$ cat config.mk
export PLATFORM = sky130hd
export DESIGN_NAME = alu_writeback_stage
export DESIGN_NICKNAME = d
export VERILOG_FILES = /design/src/rtl/alu_writeback_stage.sv
export SDC_FILE = /design/constraint.sdc
export NUM_CORES = 1
export LEC_CHECK = 0
export ABC_AREA = 0
export CORE_MARGIN = 2
export CORE_UTILIZATION = 45
export CTS_CLUSTER_DIAMETER = 60
export DETAILED_ROUTE_END_ITERATION = 10
export PLACE_DENSITY = 0.76
export SYNTH_ARGS = -nofsm -noshare
export SYNTH_HDL_FRONTEND = slang
export SYNTH_SLANG_ARGS = --single-unit
$ cat constraint.sdc
create_clock -name clk -period 1.4 [get_ports clk]
set_clock_uncertainty 0.05 [all_clocks]
set_input_delay 0.28 -clock clk [delete_from_list [all_inputs] [get_ports clk]]
set_output_delay 0.28 -clock clk [all_outputs]
set_load 0.01 [all_outputs]
$ cat src/rtl/alu_writeback_stage.sv
// ALU result writeback stage: 2-entry in-order buffer toward the regfile,
// persistent {C,V,N,Z} status register and branch condition evaluation.
module alu_writeback_stage #(
    parameter int WIDTH      = 16,
    parameter int REG_ADDR_W = 3
) (
    input  logic                  clk,
    input  logic                  rst_n,
    input  logic                  in_valid,
    output logic                  in_ready,
    input  logic [WIDTH-1:0]      in_result,
    input  logic                  in_carry,
    input  logic                  in_overflow,
    input  logic                  in_negative,
    input  logic                  in_zero,
    input  logic [REG_ADDR_W-1:0] in_rd,
    input  logic                  in_wr_en,
    input  logic                  in_set_flags,
    input  logic                  flush,
    output logic                  out_valid,
    input  logic                  out_ready,
    output logic [WIDTH-1:0]      out_result,
    output logic [REG_ADDR_W-1:0] out_rd,
    output logic                  out_wr_en,
    output logic [3:0]            flags,
    input  logic [2:0]            cond,
    output logic                  cond_true
);

    typedef struct packed {
        logic [WIDTH-1:0]      result;
        logic [REG_ADDR_W-1:0] rd;
        logic                  wr_en;
    } entry_t;

    entry_t     head;
    entry_t     tail;
    entry_t     head_n;
    entry_t     tail_n;
    entry_t     incoming;
    logic [1:0] count;
    logic [1:0] count_n;
    logic       push;
    logic       pop;

    assign incoming = '{result: in_result, rd: in_rd, wr_en: in_wr_en};

    assign in_ready  = !flush && (count != 2'd2);
    assign out_valid = (count != 2'd0);
    assign push      = in_valid && in_ready;
    assign pop       = out_valid && out_ready;

    // Head is always slot 0; tail only holds data when two entries are queued.
    always_comb begin
        head_n  = head;
        tail_n  = tail;
        count_n = count;
        if (flush) begin
            head_n  = '0;
            tail_n  = '0;
            count_n = 2'd0;
        end else begin
            unique case (count)
                2'd0: begin
                    if (push) begin
                        head_n  = incoming;
                        count_n = 2'd1;
                    end
                end
                2'd1: begin
                    unique case (1'b1)
                        push && pop: begin
                            head_n = incoming;
                        end
                        push && !pop: begin
                            tail_n  = incoming;
                            count_n = 2'd2;
                        end
                        !push && pop: begin
                            head_n  = '0;
                            count_n = 2'd0;
                        end
                        default: begin
                            head_n = head;
                        end
                    endcase
                end
                2'd2: begin
                    if (pop) begin
                        head_n  = tail;
                        tail_n  = '0;
                        count_n = 2'd1;
                    end
                end
                default: begin
                    head_n  = '0;
                    tail_n  = '0;
                    count_n = 2'd0;
                end
            endcase
        end
    end

    always_ff @(posedge clk or negedge rst_n) begin
        if (!rst_n) begin
            head  <= '0;
            tail  <= '0;
            count <= 2'd0;
        end else begin
            head  <= head_n;
            tail  <= tail_n;
            count <= count_n;
        end
    end

    // Flags commit at acceptance, so writeback stalls never reorder them.
    always_ff @(posedge clk or negedge rst_n) begin
        if (!rst_n) begin
            flags <= 4'b0000;
        end else if (push && in_set_flags) begin
            flags <= {in_carry, in_overflow, in_negative, in_zero};
        end
    end

    assign out_result = out_valid ? head.result : '0;
    assign out_rd     = out_valid ? head.rd : '0;
    assign out_wr_en  = out_valid && head.wr_en;

    logic flag_c;
    logic flag_v;
    logic flag_n;
    logic flag_z;

    assign flag_c = flags[3];
    assign flag_v = flags[2];
    assign flag_n = flags[1];
    assign flag_z = flags[0];

    always_comb begin
        cond_true = 1'b0;
        unique case (cond)
            3'b000:  cond_true = 1'b1;
            3'b001:  cond_true = flag_z;
            3'b010:  cond_true = !flag_z;
            3'b011:  cond_true = flag_c;
            3'b100:  cond_true = !flag_c;
            3'b101:  cond_true = flag_n;
            3'b110:  cond_true = (flag_n == flag_v);
            3'b111:  cond_true = (flag_n != flag_v);
            default: cond_true = 1'b0;
        endcase
    end

endmodule

==> flow_metrics.env, run 1 <==
export IMPL_io_pins=60
export IMPL_cts_made_buffers=5
export IMPL_peakVddDrop_uv=542
export IMPL_vias=2380
export IMPL_dr_wl_met2_um=3740
export IMPL_ys_warn_count=0
export IMPL_arrival_ns=1.46
export IMPL_maxSlewHeadroom_pct=74.8
export IMPL_layout_worst_path_cycle_share_pct=128
export IMPL_dr_max_layer_used="met4"
export IMPL_synthFlopType="dfrtp_1"
export IMPL_netlist_top_cells_count="46 x dfrtp_1, 28 x nor2_1, 25 x a21oi_1"
export IMPL_start_util_pct=46.6
export IMPL_min_delay_path_class="input pin to async pin"
export IMPL_globalRouteTotalUtil_pct=22.9
export IMPL_core_area_um2=5540
export IMPL_fillers=385
export IMPL_fin_tns_setup_ns=-16.83
export IMPL_io_buffer_count=59
export IMPL_yosysMostFrequentCell="dfrtp_1"
export IMPL_cts_clk_slew_worst_paths_ns=0.10
export IMPL_finalSetupViolCount=67
export IMPL_die_w_um=79.8
export IMPL_place_ws_ns=-0.799
export IMPL_antenna_cells=0
export IMPL_ant_nets=0
export IMPL_syn_avg_cell_area_um2=9.68
export IMPL_end_kind="output port"
export IMPL_finalHoldViolCount=0
export IMPL_grt_max_degree=47
export IMPL_slew_viol_final=0
export IMPL_seq_area_um2=1150
export IMPL_cap_viol_max_count=0
export IMPL_gp_congestion=0.763
export IMPL_cp_max_fo=6
export IMPL_final_nets=414
export IMPL_cts_buffer_depth=2
export IMPL_reg2reg_depth=7
export IMPL_period_needed_ns=1.79
export IMPL_worstReg2RegEnd="head[3]$_DFFE_PN0P_"
export IMPL_powerDensity_nw_per_um2=877
export IMPL_totalWireLength_um=7370
export IMPL_dp_hpwl_um=4250
export IMPL_ys_ff_latch=46
export IMPL_wl_per_cell_um=16.2
export IMPL_tritoncts="done"
export IMPL_die_area_um2=6360
export IMPL_syn_area_um2=2580
export IMPL_setup_slack_ns=-0.393
export IMPL_multi_input_area_um2=1440
export IMPL_worstSetupPathType="register to output port"
export IMPL_fmax_mhz=558
export IMPL_synthDistinctLibCells=28
export IMPL_status="complete, but fails checks"
export IMPL_worstSkewPairLatency_ns=0.31
export IMPL_wl_met3_um=357
export IMPL_grt_pass1_vias=2357
export IMPL_met1Wirelength_um=3070
export IMPL_drc=0
export IMPL_std_cell_rows=27
export IMPL_final_util_pct=73.0
export IMPL_cts_max_level=2
export IMPL_clock_sinks=46
export IMPL_worstMarginPinSlew_ns=0.377
export IMPL_r2r_slack_ns=-0.30
export IMPL_drt_iter0_drc=144
export IMPL_r2r_start="count[1]$_DFFE_PN0P_"
export IMPL_syn_instance_count=267
export IMPL_p_leak_nw=1.84
export IMPL_drive_gt1_share_pct=43.2
export IMPL_ys_async_sr_fraction_pct=100
export IMPL_grt_pass1_wl_um=11200
export IMPL_grt_overflow=0
export IMPL_routed_via_density=5.24
export IMPL_start_kind="register"
export IMPL_yosysTopAreaCell="dfrtp_1"
export IMPL_synth_nets=300
export IMPL_violations="negative setup slack"
export IMPL_required_ns=1.07
export IMPL_root_buffer="clkbuf_8"
export IMPL_seq_area_frac_synth_pct=44.6
export IMPL_dieHeight_um=79.8
export IMPL_synth_top_area_share_pct=44.6
export IMPL_dr_pass1_iters=4
export IMPL_synth_edff_count=0
export IMPL_placed_cell_area_um2=3560
export IMPL_synthTopCellsByArea="dfrtp_1 45%, mux2i_1 8.5%, mux2_2 7.0%"
export IMPL_rsz0062_at_grt="yes"
export IMPL_final_area_um2=4040
export IMPL_antenna_found_initial=0
export IMPL_syn_to_final_growth_pct=56.5
kinds of logic (layout without fill, tap and decap cells):
family	count (synthesis)	count (layout)	synth area share, %
muxes	46	46	19.0
xor gates and xnor gates	1	1	0.339
DFF	46	46	44.6
and+or+nand+nor	78	78	14.9
buffers and inverters	44	159	8.14
AOI/OAI and AO/OA	52	52	13.1
cell usage in the layout, fill, tap and decap left out, types with 2 or more instances in the layout:
cell type	instances
nor2b_1	19
buf_12	5
a22oi_2	20
mux2_4	4
clkbuf_8	5
nand2_1	21
nor2_1	25
a21oi_1	19
nor2_4	3
buf_2	22
dfrtp_1	46
a21oi_2	5
mux2_1	4
clkdlybuf4s50_1	28
buf_8	2
buf_4	38
mux2_2	16
nor2b_4	4
mux2i_1	21
o22a_1	2
clkinv_2	2
dlygate4sd2_1	2
inv_1	22
buf_6	28
critical path: stages, from the launching register on:
cell	delay [ns]
dfrtp_1	0.41
buf_6	0.14
nor2_4	0.15
buf_6	0.14
buf_8	0.13
nor2b_1	0.05
buf_2	0.13
per-layer routing:
layer | global-route usage, % | up-vias
met4 | 6.27 | 0
met5 | 0 | -
li1 | - | 1128
met3 | 4.86 | 16
met2 | 40.4 | 64
met1 | 28.3 | 1172
stage by stage:
step	power [mW]	hold slack, ns	std cells
global route	3.72	0.458	454
CTS	3.48	0.425	453
detailed placement	2.52	0.232	423
floorplan	2.01	-0.0656	267
finish	3.54	0.420	454
global placement	2.50	0.234	423
what timing repair did:
action,in CTS,in global routing
gates cloned,4,1
pin swaps,40,7
hold endpoints to repair,46,0
setup endpoints to repair,71,70
resized for setup,165,31
hold buffers,1,0
setup buffers,18,3
sequential cells by signal, indices dropped and copies added (netlist names):
register,count
tail,20
flags,4
count,2
head,20
worst max-delay path by stage:
stage,start,end,slack (ns),cells after the start
2_1_floorplan,count[1]$_DFFE_PN0P_,head[0]$_DFFE_PN0P_,-0.01,5
3_3_place_gp,cond[0],cond_true,-0.77,6
3_5_place_dp,cond[0],cond_true,-0.80,6
4_1_cts,flags[2]$_DFFE_PN0P_,cond_true,-0.31,5
5_1_grt,count[1]$_DFFE_PN0P_,out_result[0],-0.43,6
6_report,count[1]$_DFFE_PN0P_,out_result[0],-0.39,6
power breakdown:
part	total [mW]	switching, mW	internal (mW)	leakage, nW
Clock	0.838	0.485	0.352	0.0483
Sequential	1.55	0.0855	1.46	0.597
Combinational	1.16	0.513	0.644	1.20
Total	3.54	1.08	2.46	1.84
cell type report:
type / instances / share of cell area (%)
sequential: 46 / 28.5
multi-input combinational: 177 / 35.7
timing repair buffer: 128 / 29.3
tap: 72 / 2.23
clock buffer: 5 / 1.70
inverter: 23 / 2.13
clock inverter: 3 / 0.464
No activity file was read; power rests on OpenSTA's default activity.
==> run 2, diff against run 1 <==
--- a/config.mk
+++ b/config.mk
@@ -5,7 +5,6 @@
 export SDC_FILE = /design/constraint.sdc
 export NUM_CORES = 1
 export LEC_CHECK = 0
-export ABC_AREA = 0
 export CORE_MARGIN = 2
 export CORE_UTILIZATION = 45
 export CTS_CLUSTER_DIAMETER = 60
==> results of run 2 <==
Final layout, timing and power as in run 1 (identical DEF).
==> run 3, diff against run 2 <==
--- a/config.mk
+++ b/config.mk
@@ -10,6 +10,7 @@
 export CTS_CLUSTER_DIAMETER = 60
 export DETAILED_ROUTE_END_ITERATION = 10
 export PLACE_DENSITY = 0.76
+export REMOVE_ABC_BUFFERS = 1
 export SYNTH_ARGS = -nofsm -noshare
 export SYNTH_HDL_FRONTEND = slang
 export SYNTH_SLANG_ARGS = --single-unit
==> run 3 against run 2 <==
Combinational power is 4% lower. Critical path depth is 2 higher. Cell area is 1.4% lower. Largest power group unchanged. Critical endpoint is now head[5]$_DFFE_PN0P_. Wire length is 11% higher. Global-route usage is 2.0 points higher. First-iteration DRC count is 14% higher. The run still ends with negative setup slack left. Clock-buffer cell count stayed put. Sequential power hardly changed. Die area stayed put.
==> flow_metrics.env, run 3 (synthesis results as in run 1) <==
export IMPL_status="complete, but fails checks"
export IMPL_violations="negative setup slack"
export IMPL_reg_top3="head x20, tail x20, flags x4"
export IMPL_cts_made_buffers=5
export IMPL_cp_max_fo=8
export IMPL_drt_iter0_drc=164
export IMPL_antenna_cells=0
export IMPL_die_area_um2=6360
export IMPL_tritoncts="done"
export IMPL_cap_viol_max_count=0
export IMPL_clkPwrFrac_pct=27.2
export IMPL_p_sw_mw=1.09
export IMPL_p_leak_nw=1.76
export IMPL_dp_hpwl_um=4230
export IMPL_worstPathCellList="buf_6 -> buf_6 -> nor3b_4 -> a21boi_4 -> buf_12 -> buf_12 -> a22oi_2 -> a21oi_1"
export IMPL_antenna_found_initial=0
export IMPL_cp_top_family="buffers and inverters"
export IMPL_worstSkewPairLatency_ns=0.30
export IMPL_fillers=386
export IMPL_power_frac_comb_pct=30.3
export IMPL_syn_to_final_growth_pct=54.4
export IMPL_grt_pass1_vias=2435
export IMPL_period_needed_ns=1.78
export IMPL_grt_overflow=0
export IMPL_final_cell_mix="44 x dfrtp_1, 31 x buf_4, 27 x clkdlybuf4s50_1"
export IMPL_globalRouteTotalUtil_pct=24.9
export IMPL_place_ws_ns=-0.775
export IMPL_dieHeight_um=79.8
export IMPL_crit_path_top_delay_cell="dfrtp_2"
export IMPL_io_buffer_count=59
export IMPL_wl_per_cell_um=18.5
export IMPL_worstMarginPinSlew_ns=0.459
export IMPL_std_cell_rows=27
export IMPL_root_buffer="clkbuf_8"
export IMPL_vias=2428
export IMPL_io_pins=60
export IMPL_seqPwrFrac_pct=42.4
export IMPL_arrival_ns=1.96
export IMPL_core_area_um2=5540
export IMPL_slew_viol_final=0
export IMPL_cts_clk_slew_worst_paths_ns=0.09
export IMPL_routed_via_density=5.51
export IMPL_crit_cells=8
export IMPL_grt_max_degree=47
export IMPL_finalSetupViolCount=68
export IMPL_gp_congestion=0.774
export IMPL_drc=0
export IMPL_fin_tns_setup_ns=-17.66
export IMPL_layout_worst_path_cycle_share_pct=127
export IMPL_die_w_um=79.8
export IMPL_final_common_cell="dfrtp_1"
export IMPL_final_nets=401
export IMPL_dr_pass1_iters=4
export IMPL_grt_pass1_wl_um=12100
export IMPL_cts_max_level=2
export IMPL_maxSlewHeadroom_pct=69.3
export IMPL_cts_buffer_depth=2
export IMPL_worstSetupPathType="register to register"
export IMPL_ant_nets=0
export IMPL_powerDensity_nw_per_um2=917
export IMPL_reg2reg_depth=8
export IMPL_totalWireLength_um=8180
export IMPL_start_util_pct=46.6
export IMPL_end_kind="register"
export IMPL_p_int_mw=2.57
export IMPL_finalHoldViolCount=0
export IMPL_power_mw=3.66
export IMPL_min_delay_path_class="input pin to async pin"
export IMPL_clock_sinks=46
export IMPL_drive_gt1_share_pct=42.5
export IMPL_setup_slack_ns=-0.379
export IMPL_final_util_pct=72.0
export IMPL_slowest_delay_ns=0.42
export IMPL_rsz0062_at_grt="yes"
export IMPL_start_kind="register"
export IMPL_swShare_pct=29.9
export IMPL_fmax_mhz=562
export IMPL_crit_buf_inv=4
export IMPL_peakVddDrop_uv=644
export IMPL_required_ns=1.58
==> run 3: final cells by class <==
cell class                 instances  area (µm²)  area share (%)
multi-input combinational        180        1530            38.2
sequential                        46        1150            28.9
timing repair buffer             112        1020            25.6
tap                               72        90.1            2.26
inverter                          23        88.8            2.23
clock buffer                       5        68.8            1.73
clock inverter                     3        40.0            1.00
==> run 3: timing repair <==
item                       in CTS  in global routing
setup endpoints to repair      71                 69
hold endpoints to repair       46                  0
buffers inserted               14                  4
pin swaps                      26                 30
cloned                          4                  1
gates resized for setup       156                 36
hold buffers                    1                  0
==> run 3: stage by stage <==
stage | hold WS [ns] | instances | cell area [µm²]
2_1_floorplan | -0.0656 | 246 | 2460
3_3_place_gp | 0.234 | 416 | 3500
3_5_place_dp | 0.232 | 416 | 3500
4_1_cts | 0.433 | 441 | 3880
5_1_grt | 0.481 | 441 | 3990
6_report | 0.436 | 441 | 3990
==> run 3: final timing paths <==
| check | slack [ns] | startpoint | endpoint |
|---|---|---|---|
| hold / removal | 0.44 | rst_n | head[19]$_DFFE_PN0P_ |
| hold reg to reg | 0.46 | head[15]$_DFFE_PN0P_ | head[15]$_DFFE_PN0P_ |
| setup / recovery | -0.38 | count[1]$_DFFE_PN0P_ | head[5]$_DFFE_PN0P_ |
| setup reg to reg | -0.38 | count[1]$_DFFE_PN0P_ | head[5]$_DFFE_PN0P_ |
| min in group clk | 0.46 | head[15]$_DFFE_PN0P_ | head[15]$_DFFE_PN0P_ |
| max in group asynchronous | 0.63 | rst_n | count[0]$_DFFE_PN0P_ |
==> run 3: power groups by stage <==
stage | sequential [mW] | clock [mW] | combinational (mW)
global route | 1.57 | 1.06 | 1.18
global placement | 1.56 | 0 | 0.894
floorplan | 1.57 | 0 | 0.395
finish | 1.55 | 0.997 | 1.11
detailed placement | 1.57 | 0 | 0.916
CTS | 1.54 | 0.992 | 1.03
==> run 3: worst min-delay path, cell delays in order <==
cell and delay, ns:
dlygate4sd3_1 0.52, buf_2 0.13, buf_12 0.24
==> run 3: routing by layer <==
metal,up-vias,GRT usage (%),part of all wire (%)
met3,20,4.41,5.1
met2,87,43.9,53
met1,1215,30.4,39
met4,0,9.32,2.7
met5,-,0,0
li1,1106,-,-
